===== src/rtl/pwm_fade_if.sv =====
// Target handshake and level/status bundle between the decoder logic and the
// fade controller.
//
// Handshake: a target is transferred at the rising clock edge where both
// load (valid) and ready are 1. target_r/g/b are sampled only at that edge.
// The master may raise load at any time and is not required to hold it.
// A load seen while ready=0 is dropped, not queued. ready/busy/done and the
// level_* outputs are registered and have no combinational path from the inputs.
interface pwm_fade_if #(
  parameter int WIDTH = 8
);
  logic [WIDTH-1:0] target_r;
  logic [WIDTH-1:0] target_g;
  logic [WIDTH-1:0] target_b;
  logic             load;
  logic             ready;
  logic [WIDTH-1:0] level_r;
  logic [WIDTH-1:0] level_g;
  logic [WIDTH-1:0] level_b;
  logic             busy;
  logic             done;

  modport master (
    output target_r, target_g, target_b, load,
    input  ready, level_r, level_g, level_b, busy, done
  );

  modport slave (
    input  target_r, target_g, target_b, load,
    output ready, level_r, level_g, level_b, busy, done
  );
endinterface


===== src/rtl/pwm_fade_controller.sv =====
// RGB fade sequencer: accepts a colour target, then walks the three PWM level
// buses toward it one LSB per ramp step. Levels only change on the edge where
// the frame counter wraps, so every PWM period runs with a single level.
module pwm_fade_controller #(
  parameter int WIDTH    = 8,
  parameter int STEP_DIV = 4
) (
  input  logic       clk,
  input  logic       reset,
  pwm_fade_if.slave  bus,
  output logic       dbg_state_o   // 1 while ramping
);

  localparam int DIV_W = (STEP_DIV > 1) ? $clog2(STEP_DIV) : 1;
  localparam logic [DIV_W-1:0] DIV_LAST = DIV_W'(STEP_DIV - 1);

  typedef enum logic {
    IDLE = 1'b0,
    RAMP = 1'b1
  } state_t;

  state_t           state_q;
  logic             ready_q, busy_q, done_q;
  logic [WIDTH-1:0] frame_cnt_q;
  logic [DIV_W-1:0] div_q;
  logic [WIDTH-1:0] level_r_q, level_g_q, level_b_q;
  logic [WIDTH-1:0] tgt_r_q, tgt_g_q, tgt_b_q;
  logic [WIDTH-1:0] level_r_d, level_g_d, level_b_d;
  logic             frame_end, step, accept, tgt_match, all_eq_d;

  // One LSB toward the target, or hold when already there.
  function automatic logic [WIDTH-1:0] toward(input logic [WIDTH-1:0] lv,
                                              input logic [WIDTH-1:0] tg);
    if (lv < tg)      return lv + 1'b1;
    else if (lv > tg) return lv - 1'b1;
    else              return lv;
  endfunction

  assign frame_end = (frame_cnt_q == '1);
  assign step      = frame_end && (div_q == DIV_LAST);
  assign accept    = bus.load && ready_q;
  assign tgt_match = (bus.target_r == level_r_q) && (bus.target_g == level_g_q) &&
                     (bus.target_b == level_b_q);

  // Candidate levels for the next ramp step and whether that step finishes.
  always_comb begin
    level_r_d = toward(level_r_q, tgt_r_q);
    level_g_d = toward(level_g_q, tgt_g_q);
    level_b_d = toward(level_b_q, tgt_b_q);
    all_eq_d  = (level_r_d == tgt_r_q) && (level_g_d == tgt_g_q) && (level_b_d == tgt_b_q);
  end

  // Free-running frame counter (in phase with the pwm counters) and the
  // step divider, which restarts on every accepted target.
  always_ff @(posedge clk or posedge reset) begin
    if (reset) begin
      frame_cnt_q <= '0;
      div_q       <= '0;
    end else begin
      frame_cnt_q <= frame_cnt_q + 1'b1;
      if (accept)
        div_q <= '0;
      else if (frame_end)
        div_q <= (div_q == DIV_LAST) ? '0 : div_q + 1'b1;
    end
  end

  // Control FSM with registered ready/busy/done and the level registers.
  always_ff @(posedge clk or posedge reset) begin
    if (reset) begin
      state_q   <= IDLE;
      ready_q   <= 1'b1;
      busy_q    <= 1'b0;
      done_q    <= 1'b0;
      level_r_q <= '0;
      level_g_q <= '0;
      level_b_q <= '0;
      tgt_r_q   <= '0;
      tgt_g_q   <= '0;
      tgt_b_q   <= '0;
    end else begin
      done_q <= 1'b0;
      case (state_q)
        IDLE: begin
          if (accept) begin
            tgt_r_q <= bus.target_r;
            tgt_g_q <= bus.target_g;
            tgt_b_q <= bus.target_b;
            if (tgt_match) begin
              // Nothing to ramp: report completion straight away.
              done_q <= 1'b1;
            end else begin
              state_q <= RAMP;
              ready_q <= 1'b0;
              busy_q  <= 1'b1;
            end
          end
        end
        RAMP: begin
          if (step) begin
            level_r_q <= level_r_d;
            level_g_q <= level_g_d;
            level_b_q <= level_b_d;
            if (all_eq_d) begin
              state_q <= IDLE;
              ready_q <= 1'b1;
              busy_q  <= 1'b0;
              done_q  <= 1'b1;
            end
          end
        end
        default: state_q <= IDLE;
      endcase
    end
  end

  assign bus.ready   = ready_q;
  assign bus.busy    = busy_q;
  assign bus.done    = done_q;
  assign bus.level_r = level_r_q;
  assign bus.level_g = level_g_q;
  assign bus.level_b = level_b_q;
  assign dbg_state_o = (state_q == RAMP);

endmodule


===== src/flat_wrapper.sv =====
// flat-port wrapper written by rule: the top's interface ports become plain ports
module pwm_fade_controller_flat 
#(
  parameter int WIDTH    = 8,
  parameter int STEP_DIV = 4
)
  (clk, reset, dbg_state_o, bus_target_r, bus_target_g, bus_target_b, bus_load, bus_ready, bus_level_r, bus_level_g, bus_level_b, bus_busy, bus_done);
  pwm_fade_if #(.WIDTH(WIDTH)) bus_i ();
  input  logic clk;
  input  logic reset;
  output logic dbg_state_o;
  input wire logic [$bits(bus_i.target_r)-1:0] bus_target_r;
  input wire logic [$bits(bus_i.target_g)-1:0] bus_target_g;
  input wire logic [$bits(bus_i.target_b)-1:0] bus_target_b;
  input wire logic [$bits(bus_i.load)-1:0] bus_load;
  output wire logic [$bits(bus_i.ready)-1:0] bus_ready;
  output wire logic [$bits(bus_i.level_r)-1:0] bus_level_r;
  output wire logic [$bits(bus_i.level_g)-1:0] bus_level_g;
  output wire logic [$bits(bus_i.level_b)-1:0] bus_level_b;
  output wire logic [$bits(bus_i.busy)-1:0] bus_busy;
  output wire logic [$bits(bus_i.done)-1:0] bus_done;
  assign bus_i.target_r = bus_target_r;
  assign bus_i.target_g = bus_target_g;
  assign bus_i.target_b = bus_target_b;
  assign bus_i.load = bus_load;
  assign bus_ready = bus_i.ready;
  assign bus_level_r = bus_i.level_r;
  assign bus_level_g = bus_i.level_g;
  assign bus_level_b = bus_i.level_b;
  assign bus_busy = bus_i.busy;
  assign bus_done = bus_i.done;
  pwm_fade_controller #(.WIDTH(WIDTH), .STEP_DIV(STEP_DIV)) u_core (.clk(clk), .reset(reset), .bus(bus_i), .dbg_state_o(dbg_state_o));
endmodule

===== config.mk =====
export PLATFORM = sky130hd
export DESIGN_NAME = pwm_fade_controller_flat
export DESIGN_NICKNAME = d
export VERILOG_FILES = /design/src/rtl/pwm_fade_if.sv /design/src/rtl/pwm_fade_controller.sv /design/src/flat_wrapper.sv
export SDC_FILE = /design/constraint.sdc
export NUM_CORES = 1
export LEC_CHECK = 0
export BUFFER_PORTS_ARGS = -buffer_cell sky130_fd_sc_hd__buf_2
export CELL_PAD_IN_SITES_DETAIL_PLACEMENT = 2
export CELL_PAD_IN_SITES_GLOBAL_PLACEMENT = 2
export CORE_MARGIN = 2
export CORE_UTILIZATION = 37
export DETAILED_ROUTE_END_ITERATION = 8
export PLACE_DENSITY_LB_ADDON = 0.12
export SYNTH_ARGS = -nofsm -noshare
export SYNTH_HDL_FRONTEND = slang
export SYNTH_SLANG_ARGS = --single-unit

===== constraint.sdc =====
create_clock -name clk -period 4.1 [get_ports clk]
set_clock_uncertainty 0.2 [all_clocks]
set_input_delay 0.41 -clock clk [delete_from_list [all_inputs] [get_ports clk]]
set_output_delay 0.41 -clock clk [all_outputs]
set_load 0.1 [all_outputs]

Word-level counts from Yosys, hierarchy flattened
Index checks and enable logic that the tools add are counted. W data, S select, Z words.

Output and inout port bits: 28. Bits of input ports: 27. Word-level logic and storage cells: 78. Flip-flop bits (word level): 62.

Magnitude comparators: 6. Reductions and logical operators: 10. Muxes and demuxes: 29. $add $sub $neg: 8. Equal/unequal tests: 12. Bitwise gates (word level): 1.

Operators by type and width (number): $eq A8 B8 Y1 (6); $mux W8 (6); $add A8 B1 Y8 const B (4); $gt A8 B8 Y1 (3); $lt A8 B8 Y1 (3); $sub A8 B1 Y8 const B (3); $mux W1 (16); $eq A8 B8 Y1 const B (1); $pmux W1 S2 (4); $logic_and A1 B1 Y1 (6); $mux W2 (3); $ne A2 B2 Y1 const B (3); $reduce_and A2 Y1 (2); $reduce_and A4 Y1 (1); $add A2 B1 Y2 const B (1); $eq A2 B2 Y1 const B (1); $ne A2 B1 Y1 const B (1); $reduce_bool A2 Y1 (1); $not A1 Y1 (1).

Logic depth before layout (Yosys ltp)
Depth in word-level cells: 9. Depth in mapped cells: 13. Depth with buffers taken out: 11.

Worst setup path after synthesis
OpenSTA, ideal clock, no wires.

Path type: flip-flop to flip-flop. Start point: reg u_core.level_g_q[0] (netlist: u_core.bus.level_g[0]). End point: reg u_core.done_q (netlist: u_core.bus.done). Data required time: 3821 ps. Period minus slack after synthesis: 3556 ps. Setup time: 79 ps. Cell stages (with the launch flop): 13. Buffers on the path: 1. Setup slack: 544 ps. Arrival: 3277 ps. Cells stage by stage: dfrtp_1 inv_1 ha_1 nand4_1 or2_2 clkbuf_1 a31oi_1 xnor2_1 o311ai_0 nor4_1 nand4_1 nor4_2 o21bai_1.

Longest elaborated chain between the ends: 9. Elaborated cells on any way between the ends: 17. Classes of those cells: add/sub (2); order compare (2); eq/ne (2); mux (7); reduce/logical (4).

RTL lines: start: declaration (line pwm_fade_controller.sv:26) `logic [WIDTH-1:0] level_r_q, level_g_q, level_b_q;`; start signal: assignment (line pwm_fade_controller.sv:102) `level_g_q <= level_g_d;`; $sub A8 B1 Y8 or $gt A8 B8 Y1 (tied branches) (line pwm_fade_controller.sv:35) `else if (lv > tg) return lv - 1'b1;`; $mux W8 (line pwm_fade_controller.sv:35); $mux W8 (line pwm_fade_controller.sv:34) `if (lv < tg) return lv + 1'b1;`; $eq A8 B8 Y1 (line pwm_fade_controller.sv:50) `all_eq_d = (level_r_d == tgt_r_q) && (level_g_d == tgt_g_q) && (level_b_d == tgt_b_q);`; $logic_and A1 B1 Y1 (2 in a row) (line pwm_fade_controller.sv:50); $mux W1 (line pwm_fade_controller.sv:104) `if (all_eq_d) begin`; $mux W1 (line pwm_fade_controller.sv:100) `if (step) begin`; $pmux W1 S2 * (line pwm_fade_controller.sv:83) `case (state_q)`; end signal: assignment (line pwm_fade_controller.sv:82) `done_q <= 1'b0;`; end signal: assignment (line pwm_fade_controller.sv:91) `done_q <= 1'b1;`; end signal: assignment (line pwm_fade_controller.sv:108) `done_q <= 1'b1;`; end: declaration (line pwm_fade_controller.sv:23) `logic ready_q, busy_q, done_q;`.

Every way passes the cells marked *; elsewhere a longest branch is shown, timed or not. A chain may end at the register's enable or synchronous reset.

Final worst setup path
Start point: reg u_core.level_b_q[3] (netlist: u_core.bus.level_b[3]). End point: reg u_core.done_q (netlist: u_core.bus.done).

Longest elaborated chain between the ends: 8. Elaborated cells on any way between the ends: 15. Classes of those cells: add/sub (2); order compare (2); eq/ne (2); mux (7); reduce/logical (2).

RTL lines: start: declaration (line pwm_fade_controller.sv:26); start signal: assignment (line pwm_fade_controller.sv:103) `level_b_q <= level_b_d;`; $sub A8 B1 Y8 or $gt A8 B8 Y1 (tied branches) (line pwm_fade_controller.sv:35); $mux W8 (line pwm_fade_controller.sv:35); $mux W8 (line pwm_fade_controller.sv:34); $eq A8 B8 Y1 (line pwm_fade_controller.sv:50); $logic_and A1 B1 Y1 (line pwm_fade_controller.sv:50); $mux W1 (line pwm_fade_controller.sv:104); $mux W1 (line pwm_fade_controller.sv:100); $pmux W1 S2 * (line pwm_fade_controller.sv:83).

Marks and branches as above.

==> results.py <==
metrics = {
    "outcome": {
        "outcome": "finished with violations",
        "failed_checks": "hold timing",
    },
    "power": {
        "internal_power_mw": 1.04,
        "power.density_nw_per_um2": 253,
        "ir_drop_v": 0.000187,
        "sw_frac_of_total": 0.259,
        "leakage_nw": 2.69,
        "power_frac_seq": 0.434,
        "power.share.clock": 0.530,
        "switching_power_mw": 0.364,
        "combPwrFrac": 0.036,
    },
    "synthesis": {
        "syn_nets": 581,
        "synth_seq_cells": 62,
        "netlist_instances": 522,
        "yosys.area.top_type_share": 0.314,
        "netlist_area_um2": 4860,
        "yosys.area.top_type": "dfrtp_1",
        "async_flop_share": 1.00,
        "synth_edf_count": 0,
        "yosysSeqAreaShare": 0.320,
        "syn_avg_cell_area_um2": 9.31,
        "synth_cell_types": 74,
        "synthTopCellsByArea": "dfrtp_1, ha_1, xnor2_1",
        "yosysWarnings": 0,
        "synth_flop_cell": "dfrtp_1",
    },
    "worst_setup_path": {
        "critPathArrivalTime_ns": 3.83,
        "critPathMaxFanout": 9,
        "required_ns": 4.17,
        "worstSetupPathType": "flop to flop",
        "endpoint_kind": "flop",
        "worstSetupStartpointType": "flop",
    },
    "cells_and_area": {
        "final_cell_area_um2": 5570,
        "final_common_cell": "dfrtp_1",
        "drive_above_1_share": 0.237,
        "syn_to_final_growth_pct": 14.6,
        "final_cell_mix": "dfrtp_1, buf_2, xnor2_1",
        "diodes": 0,
        "fin_util": 0.438,
        "num-nets-final": 628,
    },
    "routing": {
        "wire_per_inst_um": 21.5,
        "finalWirelength_um": 16100,
        "drt_iter0_markers": 234,
        "vias": 4229,
        "viasPerCell": 5.67,
        "postRouteAntennaNets": 0,
        "firstDrtPassIters": 4,
        "route.detailed.drc": 0,
    },
    "run": {
        "drv_cap": 0,
    },
    "die": {
        "die_w_um": 119,
        "rows": 41,
        "initial_core_util": 0.382,
        "fp.coreArea_um2": 12700,
        "die_y_um": 119,
        "dieArea_um2": 14100,
        "io_pins": 55,
    },
    "clock_network": {
        "cts-resized-gates": 0,
        "cts_tree": "built",
        "clkTransAtPathRegs_ns": 0.06,
        "htree_num_levels": 3,
        "cts_setup_buffers": 0,
        "cts.path.max_buffers": 2,
        "numClockSinks": 62,
        "clk_latency_ns": 0.35,
        "root_buffer": "clkbuf_16",
        "postCtsHoldBufs": 0,
        "cts_inserted_buffers": 9,
    },
    "timing": {
        "tightest_slew_ns": 0.961,
        "setup_viol": 0,
        "setup_tns_ns": 0,
        "finalCriticalPeriod_ns": 3.76,
        "rsz0062_at_grt": "false",
        "slew_viol_final": 0,
        "relSlewSlack": 0.358,
        "holdWs_ns": -0.0196,
        "fmaxAchievable_mhz": 266,
        "period_share": 0.916,
        "finalHoldViolCount": 11,
    },
    "global_route": {
        "antenna_found_initial": 0,
        "grt_pass1_vias": 4696,
        "grt_pass1_wl_um": 26100,
        "overflow": 0,
        "grt_start_max_net_pins": 34,
        "track_usage": 0.241,
    },
    "placed_design": {
        "place.port_buffers": 54,
        "hpwl_um": 12100,
        "placedInstanceArea_um2": 5290,
        "place.gp.congestion": 0.870,
    },
    "hold_path": {
        "min_path_type": "primary input to asynchronous set/reset pin",
    },
}
registers in the layout (all words and copies together), names as in the netlist, 2 cells and up:
name / flops
u_core.frame_cnt_q: 8
u_core.bus.level_b: 8
u_core.div_q: 2
u_core.tgt_g_q: 8
u_core.bus.level_r: 8
u_core.tgt_b_q: 8
u_core.tgt_r_q: 8
u_core.bus.level_g: 8
worst paths after layout:
path                       cells past startpoint  slack, ns               endpoint                   from
max                                            9       0.34        u_core.bus.done  u_core.bus.level_b[3]
min                                            2      -0.02  u_core.bus.level_g[1]                  reset
max reg2reg                                    9       0.34        u_core.bus.done  u_core.bus.level_b[3]
min reg2reg                                    1       0.28  u_core.frame_cnt_q[0]  u_core.frame_cnt_q[0]
max in group asynchronous                      3       2.75       u_core.bus.ready                  reset
min in group clk                               2       0.05        u_core.div_q[1]               bus_load
area by class of cell:
type / instances / area (µm²)
clock buffer: 9 / 225
sequential: 62 / 1550
tap: 172 / 215
inverter: 33 / 124
fill: 1450 / 7150
multi-input combinational: 403 / 3080
clock inverter: 7 / 55.1
timing repair buffer: 60 / 315
metal layers:
layer | global-route usage | wire, µm
met1 | 0.317 | 7350
met2 | 0.398 | 7620
met3 | 0.0309 | 626
met4 | 0.0982 | 476
met5 | 0 | 0
synthesized netlist by cell type, drive strengths merged (10+ instances only):
library cell  number
and3              19
buf               10
clkbuf            14
xor2              37
nor2              28
nand2             31
xnor2             41
dfrtp             61
o21ai             20
nor4              13
a21oi             36
nand4             18
mux2              25
nand3             20
nor3              10
inv               33
ha                32
power by group through the flow:
stage | sequential [mW] | combinational [mW] | clock (mW)
after global routing | 0.611 | 0.0555 | 0.792
final | 0.612 | 0.0503 | 0.746
after floorplan | 0.623 | 0.0194 | 0
after CTS | 0.612 | 0.0518 | 0.762
after global placement | 0.623 | 0.0498 | 0
after detailed placement | 0.623 | 0.0512 | 0
cell families after synthesis:
family	Yosys count	share of synthesized area
buf+inv	57	0.0463
simple gates	160	0.189
mux	27	0.0620
fa+ha+maj	32	0.0824
xor+xnor	78	0.141
flops	62	0.320
compound gates	106	0.160
worst max-delay path, stage by stage, from the launching register on:
cell	delay, ns
dfrtp_1	0.54
ha_1	0.45
a21oi_2	0.35
a21oi_4	0.16
o21ai_0	0.30
a21oi_1	0.13
nor4_1	0.62
nand4_1	0.28
nor4_2	0.48
o21bai_1	0.18
metrics by stage:
stage | power, mW | setup WS, ns | instances
5_1_grt | 1.46 | 0.103 | 746
2_1_floorplan | 0.643 | 0.544 | 522
6_report | 1.41 | 0.344 | 746
3_3_place_gp | 0.673 | 0.645 | 730
3_5_place_dp | 0.674 | 0.492 | 730
4_1_cts | 1.43 | 0.376 | 746
No activity file was read; power rests on OpenSTA's default activity.
